`src/rtl/twiddle_seq_stage_3.sv`:
```
// Stage-3 FFT butterfly front end: forms a+b / a-b and pairs each result with its
// twiddle index k and the registered angle-ROM word, under valid/ready flow control.
module twiddle_seq_stage_3 #(
    parameter int unsigned DATA_W = 32
) (
    input  logic              i_clk,
    input  logic              i_rst,
    input  logic              i_valid,
    output logic              o_ready,
    input  logic              i_sof,
    input  logic [DATA_W-1:0] i_a_re,
    input  logic [DATA_W-1:0] i_a_im,
    input  logic [DATA_W-1:0] i_b_re,
    input  logic [DATA_W-1:0] i_b_im,
    output logic [1:0]        o_rom_addr,
    input  logic [31:0]       i_rom_data,
    output logic              o_valid,
    input  logic              i_ready,
    output logic [DATA_W:0]   o_sum_re,
    output logic [DATA_W:0]   o_sum_im,
    output logic [DATA_W:0]   o_diff_re,
    output logic [DATA_W:0]   o_diff_im,
    output logic [31:0]       o_angle,
    output logic [1:0]        o_k,
    output logic              o_last,
    output logic              o_err
);

    localparam int unsigned SUM_W = DATA_W + 1;
    localparam int unsigned K_W   = 2;

    function automatic logic [SUM_W-1:0] sext(input logic [DATA_W-1:0] x);
        return {x[DATA_W-1], x};
    endfunction

    logic             p1_valid_q, p1_valid_d;
    logic [K_W-1:0]   p1_tag_q, p1_tag_d;
    logic [SUM_W-1:0] p1_sum_re_q, p1_sum_re_d, p1_sum_im_q, p1_sum_im_d;
    logic [SUM_W-1:0] p1_diff_re_q, p1_diff_re_d, p1_diff_im_q, p1_diff_im_d;

    logic             p2_valid_q, p2_valid_d;
    logic [K_W-1:0]   p2_tag_q, p2_tag_d;
    logic             p2_last_q, p2_last_d;
    logic [SUM_W-1:0] p2_sum_re_q, p2_sum_re_d, p2_sum_im_q, p2_sum_im_d;
    logic [SUM_W-1:0] p2_diff_re_q, p2_diff_re_d, p2_diff_im_q, p2_diff_im_d;

    logic [K_W-1:0]   cnt_q, cnt_d;
    logic             err_q, err_d;

    logic             accept_c;
    logic             p2_load_c;
    logic [K_W-1:0]   tag_c;

    // Flow control: P1 may refill on the same edge it hands off to P2.
    assign p2_load_c = p1_valid_q & (~p2_valid_q | i_ready);
    assign o_ready   = ~p1_valid_q | p2_load_c;
    assign accept_c  = i_valid & o_ready;
    assign tag_c     = i_sof ? K_W'(0) : cnt_q;

    // ROM address leads P2 by one edge so the registered ROM word lines up with P2.
    assign o_rom_addr = p2_load_c ? p1_tag_q : p2_tag_q;

    always_comb begin
        p1_valid_d   = p1_valid_q;
        p1_tag_d     = p1_tag_q;
        p1_sum_re_d  = p1_sum_re_q;
        p1_sum_im_d  = p1_sum_im_q;
        p1_diff_re_d = p1_diff_re_q;
        p1_diff_im_d = p1_diff_im_q;
        p2_valid_d   = p2_valid_q;
        p2_tag_d     = p2_tag_q;
        p2_last_d    = p2_last_q;
        p2_sum_re_d  = p2_sum_re_q;
        p2_sum_im_d  = p2_sum_im_q;
        p2_diff_re_d = p2_diff_re_q;
        p2_diff_im_d = p2_diff_im_q;
        cnt_d        = cnt_q;
        err_d        = err_q;

        if (accept_c) begin
            p1_valid_d   = 1'b1;
            p1_tag_d     = tag_c;
            p1_sum_re_d  = sext(i_a_re) + sext(i_b_re);
            p1_sum_im_d  = sext(i_a_im) + sext(i_b_im);
            p1_diff_re_d = sext(i_a_re) - sext(i_b_re);
            p1_diff_im_d = sext(i_a_im) - sext(i_b_im);
            cnt_d        = tag_c + K_W'(1);
            if (i_sof && (cnt_q != K_W'(0))) begin
                err_d = 1'b1;
            end
        end else if (p2_load_c) begin
            p1_valid_d = 1'b0;
        end

        if (p2_load_c) begin
            p2_valid_d   = 1'b1;
            p2_tag_d     = p1_tag_q;
            p2_last_d    = (p1_tag_q == K_W'(3));
            p2_sum_re_d  = p1_sum_re_q;
            p2_sum_im_d  = p1_sum_im_q;
            p2_diff_re_d = p1_diff_re_q;
            p2_diff_im_d = p1_diff_im_q;
        end else if (i_ready) begin
            p2_valid_d = 1'b0;
        end
    end

    always_ff @(posedge i_clk) begin
        if (i_rst) begin
            p1_valid_q   <= 1'b0;
            p1_tag_q     <= '0;
            p1_sum_re_q  <= '0;
            p1_sum_im_q  <= '0;
            p1_diff_re_q <= '0;
            p1_diff_im_q <= '0;
            p2_valid_q   <= 1'b0;
            p2_tag_q     <= '0;
            p2_last_q    <= 1'b0;
            p2_sum_re_q  <= '0;
            p2_sum_im_q  <= '0;
            p2_diff_re_q <= '0;
            p2_diff_im_q <= '0;
            cnt_q        <= '0;
            err_q        <= 1'b0;
        end else begin
            p1_valid_q   <= p1_valid_d;
            p1_tag_q     <= p1_tag_d;
            p1_sum_re_q  <= p1_sum_re_d;
            p1_sum_im_q  <= p1_sum_im_d;
            p1_diff_re_q <= p1_diff_re_d;
            p1_diff_im_q <= p1_diff_im_d;
            p2_valid_q   <= p2_valid_d;
            p2_tag_q     <= p2_tag_d;
            p2_last_q    <= p2_last_d;
            p2_sum_re_q  <= p2_sum_re_d;
            p2_sum_im_q  <= p2_sum_im_d;
            p2_diff_re_q <= p2_diff_re_d;
            p2_diff_im_q <= p2_diff_im_d;
            cnt_q        <= cnt_d;
            err_q        <= err_d;
        end
    end

    assign o_valid   = p2_valid_q;
    assign o_k       = p2_tag_q;
    assign o_last    = p2_last_q;
    assign o_sum_re  = p2_sum_re_q;
    assign o_sum_im  = p2_sum_im_q;
    assign o_diff_re = p2_diff_re_q;
    assign o_diff_im = p2_diff_im_q;
    assign o_angle   = i_rom_data;
    assign o_err     = err_q;

endmodule

```
`config.mk`:
```
export PLATFORM = sky130hd
export DESIGN_NAME = twiddle_seq_stage_3
export DESIGN_NICKNAME = d
export VERILOG_FILES = /design/src/rtl/twiddle_seq_stage_3.sv
export SDC_FILE = /design/constraint.sdc
export NUM_CORES = 1
export LEC_CHECK = 0
export ABC_CLOCK_PERIOD_IN_PS = 4400
export CAP_MARGIN = 20
export CORE_MARGIN = 2
export CORE_UTILIZATION = 45
export CTS_CLUSTER_SIZE = 14
export DETAILED_ROUTE_END_ITERATION = 10
export GPL_TIMING_DRIVEN = 0
export PLACE_DENSITY = 0.7
export SLEW_MARGIN = 20
export SYNTH_ARGS = -nofsm -noshare
export SYNTH_HDL_FRONTEND = slang
export SYNTH_SLANG_ARGS = --single-unit
```
`constraint.sdc`:
```
create_clock -name i_clk -period 4.4 [get_ports i_clk]
set_input_delay 0.88 -clock i_clk [delete_from_list [all_inputs] [get_ports i_clk]]
set_output_delay 0.88 -clock i_clk [all_outputs]
set_load 0.05 [all_outputs]
```
==> results.sh <==
export IMPL_outcome="completed"
export IMPL_grt_ovfl_total=0
export IMPL_cts_setup_buffers=0
export IMPL_clkPwrFrac_pct=35.1
export IMPL_cap_violations=0
export IMPL_p_sw_uw=2510
export IMPL_slew_viol_final=0
export IMPL_ys_warn_count=0
export IMPL_synth_area_um2=16470
export IMPL_seq_power_share_pct=36.6
export IMPL_slowest_stage="clkdlybuf4s15_1"
export IMPL_max_slew_margin_pct=24.53
export IMPL_hp_start="p1_sum_re_q[26]$_SDFFE_PP0P_"
export IMPL_rsz0062_at_grt="false"
export IMPL_powerDensity_nw_per_um2=352.4
export IMPL_cts_max_level=1
export IMPL_die_area_um2=38150
export IMPL_place_gp_congestion=0.9717
export IMPL_fin_setup_tns_ps=0
export IMPL_routedWlPerCell_um=20.85
export IMPL_crit_family="buffers and inverters"
export IMPL_crit_fanout=10
export IMPL_crit_arrival_ps=3400
export IMPL_synth_simple_area_share_pct=19.17
export IMPL_ant_nets=0
export IMPL_switching_share_pct=33.75
export IMPL_synth_top_family_by_area="compound AO/OA/AOI/OAI gates"
export IMPL_min_path_cells=2
export IMPL_p_int_uw=4928
export IMPL_die_x_um=195.3
export IMPL_antenna_found_initial=1
export IMPL_busiest_layer="met2"
export IMPL_r2r_slack_ps=1330
export IMPL_cts_inserted_buffers=31
export IMPL_track_usage_pct=31.92
export IMPL_globalRouteMet3Util_pct=4.318
export IMPL_syn2layout_area_growth_pct=28.15
export IMPL_path_clk_slew_ps=60
export IMPL_viasPerCell=5.626
export IMPL_syn_num_nets=2474
export IMPL_synth_cells=2177
export IMPL_drt_iter0_drc=1252
export IMPL_synth_fa_ha_area_share_pct=10.21
export IMPL_nets=2811
export IMPL_hold_worst_slack_ps=443.9
export IMPL_path_class="input port to output port"
export IMPL_worst_pin_slew_ps=1132
export IMPL_r2r_end="p1_sum_im_q[3]$_SDFFE_PP0P_"
export IMPL_rows=70
export IMPL_first_global_vias=16110
export IMPL_grtUsageMet2_pct=51.52
export IMPL_initial_core_util_pct=45.31
export IMPL_cts_hold_buffers=0
export IMPL_combPwrFrac_pct=28.3
export IMPL_synth_compound_area_share_pct=24.53
export IMPL_critPathLaunchType="input port"
export IMPL_dr_pass1_iters=5
export IMPL_path_cells="clkdlybuf4s50_1 > nor2b_1 > nand2b_1 > clkbuf_1 > clkbuf_2 > nand2_1 > nand2_1 > clkdlybuf4s15_1"
export IMPL_num_antenna_cells=0
export IMPL_port_buffers=304
export IMPL_avgSynthCellArea_um2=7.565
export IMPL_dp_cells=2949
export IMPL_met1_usage_pct=44.48
export IMPL_clock_root_buffer="clkbuf_16"
export IMPL_synth_ff_type="dfxtp_1"
export IMPL_num_vias=16890
export IMPL_fp_dieH_um=195.3
export IMPL_muxShareOfSynthArea_pct=0.3723
export IMPL_synth_cell_types=91
export IMPL_core_um2=36350
export IMPL_ff2ff_path_depth=7
export IMPL_synth_edf_count=0
export IMPL_hold_path_class="register to register"
export IMPL_holdPathEnd="o_sum_re[26]$_SDFFE_PP0P_"
export IMPL_utilization_pct=58.07
export IMPL_crit_path_end_kind="output port"
export IMPL_clock_skew_ps=13.32
export IMPL_synth_xor_area_share_pct=5.212
export IMPL_hold_viol=0
export IMPL_clock_sinks=270
export IMPL_seq_area_frac_synth_pct=32.82
export IMPL_grt_first_pass_wirelength_mm=94.21
export IMPL_clock_path_buffers=3
export IMPL_drive_gt1_share_pct=5.683
export IMPL_cts_tree="yes"
export IMPL_min_period_ps=4276
export IMPL_dp_final_hpwl_mm=50.01
export IMPL_ios=337
export IMPL_ys_async_sr_fraction_pct=0
export IMPL_drc_errors=0
export IMPL_fin_cells=3002
export IMPL_leakage_uw=0.008235
export IMPL_setup_viol=0
export IMPL_crit_buf_inv=4
export IMPL_wirelength_mm=62.60
export IMPL_period_share_pct=97.18
export IMPL_clock_latency_ps=590
export IMPL_ir_worst_vdd_uv=323.5
export IMPL_synth_seq_cells=270
export IMPL_cp_common_cell="nand2_1"
export IMPL_worstPathRequired_ps=3520
export IMPL_max_stage_delay_ps=520
export IMPL_maxClockFrequency_mhz=233.9
export IMPL_grt_max_degree=16
export IMPL_r2r_start="o_valid$_SDFFE_PP0P_"
metrics by stage:
step	setup slack [ps]	instance area, µm²	power [µW]
2_1_floorplan	1088	16470	4106
4_1_cts	153.4	21100	7438
6_report	123.9	21110	7438
3_5_place_dp	-364.6	20100	4836
3_3_place_gp	-343.0	20100	4823
5_1_grt	22.35	21110	7730
repair_timing:
item	CTS	global route
setup endpoints to repair	2	1
gates resized for setup	3	1
cloned	0	0
metal layers:
layer  up-vias  part of all wire [%]
met4         0                   2.9
met3        90                   7.1
met2       635                    45
li1       8093                     -
met5         -                     0
met1      8071                    45
area by class of cell:
class,instances,area [µm²]
Fill cell,3498,15240
Multi-Input combinational cell,1616,9798
Sequential cell,270,5405
Timing Repair Buffer,304,3042
Clock buffer,43,870.8
Buffer,171,817.0
Tap cell,468,585.6
Inverter,120,450.4
Clock inverter,10,136.4
cell usage after synthesis, drive strengths merged, types with 5 or more instances:
master	number	share of area (%)
nor2b	25	0.96
o41ai	7	0.53
o31a	6	0.33
o21ai	87	2.7
o211ai	12	0.58
nand4	15	0.57
clkbuf	103	2.3
o311ai	5	0.31
nor4	12	0.49
nor2	165	3.8
xor2	11	0.58
a22o	5	0.27
nand3	17	0.52
nand2b	14	0.53
o21a	14	0.64
a221oi	5	0.48
a211oi	46	2.1
nand2	423	9.6
o21bai	25	1.1
o2111ai	6	0.32
a21o	21	0.96
ha	128	9.7
or4	6	0.27
nor3	35	1.1
o31ai	17	0.98
dfxtp	270	33
inv	116	2.6
a31oi	18	0.77
or3	9	0.37
xnor2	87	4.6
buf	68	2.6
mux2i	5	0.30
a21oi	316	9.7
a311oi	6	0.43
and3	5	0.19
cells in the final DEF (no fill, tap or decap), drive strengths merged, types with 5 or more instances in the layout:
cell	n
nand2	423
a21oi	316
clkdlybuf4s50	302
dfxtp	270
nor2	165
clkbuf	146
ha	128
inv	117
xnor2	87
o21ai	87
buf	68
a211oi	46
nor3	35
o21bai	25
nor2b	25
a21o	21
a31oi	18
nand3	17
o31ai	17
nand4	15
nand2b	14
o21a	14
o211ai	12
nor4	12
xor2	11
clkinv	10
or3	9
o41ai	7
o2111ai	6
or4	6
o31a	6
a311oi	6
a22o	5
and3	5
mux2i	5
o311ai	5
a221oi	5
worst max path at each step:
stage               cells past startpoint       from                            to
floorplan                              11  i_a_im[0]  p1_sum_im_q[30]$_SDFFE_PP0P_
global placement                        8    i_ready                 o_rom_addr[1]
detailed placement                      8    i_ready                 o_rom_addr[1]
CTS                                     8    i_ready                 o_rom_addr[1]
global route                            8    i_ready                 o_rom_addr[1]
finish                                  8    i_ready                 o_rom_addr[1]
registers in the layout, summed over array words and instances, names as in the netlist:
| signal | count |
|---|---|
| o_sum_im | 33 |
| o_sum_re | 33 |
| p1_diff_re_q | 33 |
| p1_sum_im_q | 33 |
| o_diff_im | 32 |
| o_diff_re | 32 |
| p1_diff_im_q | 32 |
| p1_sum_re_q | 32 |
| cnt_q | 2 |
| o_k | 2 |
| p1_tag_q | 2 |
| o_err | 1 |
| o_last | 1 |
| o_valid | 1 |
| p1_valid_q | 1 |
worst register-to-register path: cells and delay by family (launching register included):
family                 cells  cell delay, ps
AOI/OAI and AO/OA          1             170
DFF                        1             350
and+or+nand+nor            3             640
buffers and inverters      3            1750
power groups by stage:
stage / Combinational (µW) / Clock [µW] / Sequential [µW]
CTS: 2080 / 2640 / 2720
floorplan: 1220 / 0 / 2880
finish: 2100 / 2610 / 2720
global placement: 2060 / 0 / 2760
global route: 2270 / 2730 / 2740
detailed placement: 2070 / 0 / 2770
logic make-up after synthesis:
group,count (synthesis)
simple gates,743
compound gates,637
buf+inv,291
flops,270
fa+ha+maj,132
xor+xnor,98
mux,6
Note: power is estimated with default switching activity, not from simulation.
==> edit: new RTL, same flow settings <==
The parameter `DATA_W` goes from 32 to 40.
--- a/src/rtl/twiddle_seq_stage_3.sv
+++ b/src/rtl/twiddle_seq_stage_3.sv
@@ -1,7 +1,7 @@
 // Stage-3 FFT butterfly front end: forms a+b / a-b and pairs each result with its
 // twiddle index k and the registered angle-ROM word, under valid/ready flow control.
 module twiddle_seq_stage_3 #(
-    parameter int unsigned DATA_W = 32
+    parameter int unsigned DATA_W = 40
 ) (
     input  logic              i_clk,
     input  logic              i_rst,
Interface: changed (8 resized); port bits go from 337 to 401. No check against the original RTL was run, so the function may have changed too.
==> edit against the original RTL <==
Wire length grew 30%; design area grew 24%; sequential cell count grew 64; hold slack lost 2.0 ps; cell count grew 26%; power grew 25%; sequential share of layout area is essentially flat; sequential power grew 24%; synthesized area grew 24%; combinational power grew 23%; worst setup slack lost 69 ps; die area grew 23%.
==> edit: results (changes against the original RTL) <==
Final Non-Filler Cells: 3771 (was 3002)
Buffering overhead: 17.52% (was 18.28%)
Cell Area, Synth: 0.02038 mm² (was 0.01647 mm²)
Fin nets: 3510 (was 2811)
Hold Startpoint: p1_diff_im_q[8] (was p1_sum_re_q[26])
Seq/Total Area, Yosys: 32.81% (was 32.82%)
DP Wirelength: 64.74 mm (was 50.01 mm)
Max Fclk: 0.2302 GHz (was 0.2339 GHz)
Placed cell count: 3699 (was 2949)
Sequential share of power: 36.2% (was 36.6%)
Post-DP Area: 0.02481 mm² (was 0.02010 mm²)
P_comb: 2.59 mW (was 2.10 mW)
Clkbuf count: 51 (was 43)
Syn nets: 3100 (was 2474)
WHS Endpoint: o_diff_im[8] (was o_sum_re[26])
Non-clk invs: 180 (was 120)
Share of cells above drive strength 1: 4.656% (was 5.683%)
Comb pwr share: 27.8% (was 28.3%)
Slowest-stage cell, CP: clkdlybuf4s50_1 (was clkdlybuf4s15_1)
Dpl ws: -462.1 ps (was -364.6 ps)
Fraction of area in multi-input gates: 46.45% (was 46.43%)
Routed met1 length: 34.56 mm (was 28.13 mm)
Gpl congestion: 0.9658 (was 0.9717)
Worst R2R Setup Slack: 1170 ps (was 1330 ps)
Critical Path Sink: o_rom_addr[0] (was o_rom_addr[1])
Area occupied by multi-input gates: 0.01214 mm² (was 0.009798 mm²)
R2r endpoint: p1_sum_re_q[22] (was p1_sum_im_q[3])
Sw Ratio: 34.36% (was 33.75%)
Slew @ Worst Pin: 1141 ps (was 1132 ps)
Yosys reg bits: 334 (was 270)
Max Clock Skew: 30.03 ps (was 13.32 ps)
Synth cell types: 77 (was 91)
Via density: 5.667 (was 5.626)
Avg Inst Size Synth: 7.441 µm² (was 7.565 µm²)
CTS Buf Count: 40 (was 31)
R2R cell count: 8 (was 7)
Worst VDD drop: 0.3387 mV (was 0.3235 mV)
DR WL met2: 37.23 mm (was 28.22 mm)
Largest net degree at the start of global routing: 15 (was 16)
Non-CTS buffers: 565 (was 475)
IO Port Bufs: 368 (was 304)
CP arrival: 3460 ps (was 3400 ps)
Met3 routed WL: 6.183 mm (was 4.416 mm)
Cts repair resizes: 2 (was 3)
Synth top cells by count: 514 x nand2_1, 412 x a21oi_1, 334 x dfxtp_1, 186 x nor2_1, 175 x inv_1 (was 423 x nand2_1, 314 x a21oi_1, 270 x dfxtp_1, 164 x nor2_1, 128 x ha_1)
First-pass GRT wire length: 121.4 mm (was 94.21 mm)
Hold slack: 441.9 ps (was 443.9 ps)
Pre-antenna DRT Iters: 6 (was 5)
Area contributors post-synth: dfxtp_1 33%, a21oi_1 10%, ha_1 9.8%, nand2_1 9.5%, xnor2_1 5.1% (was dfxtp_1 33%, ha_1 9.7%, nand2_1 9.6%, a21oi_1 9.5%, xnor2_1 4.6%)
Vias in the first global route: 20665 (was 16108)
DR iter-0 viols: 1910 (was 1252)
Final WL: 81.44 mm (was 62.60 mm)
Comb_multi_in: 2028 (was 1616)
Status: completed (unchanged)
H-tree Lvls: 2 (was 1)
P_leak: 10.19 nW (was 8.235 nW)
Clock network share of area: 5.023% (was 4.772%)
edit: cell count changes after synthesis, moves of 22 or more:
| cell | before | now |
|---|---|---|
| a21oi_1 | 314 | 412 |
| clkbuf_1 | 103 | 137 |
| dfxtp_1 | 270 | 334 |
| ha_1 | 128 | 160 |
| inv_1 | 104 | 175 |
| nand2_1 | 423 | 514 |
| nor2_1 | 164 | 186 |
| o21ai_0 | 56 | 117 |
| o21bai_1 | 25 | 49 |
| xnor2_1 | 87 | 119 |
edit: layer usage:
metal  track usage, %  vias to the layer above
li1                 -                    10132
met1            42.59                    10189
met2            55.77                      888
met3            6.108                      160
met4            14.11                        0
met5                0                        -
edit: cells by family (layout without fill, tap and decap cells):
group	Yosys count	count (layout)	synth area share [%]
fa+ha+maj	164	164	10.22
mux	4	4	0.1965
xor+xnor	126	126	5.415
compound gates	834	834	24.84
buf+inv	377	817	7.687
simple gates	900	900	18.84
flops	334	334	32.81
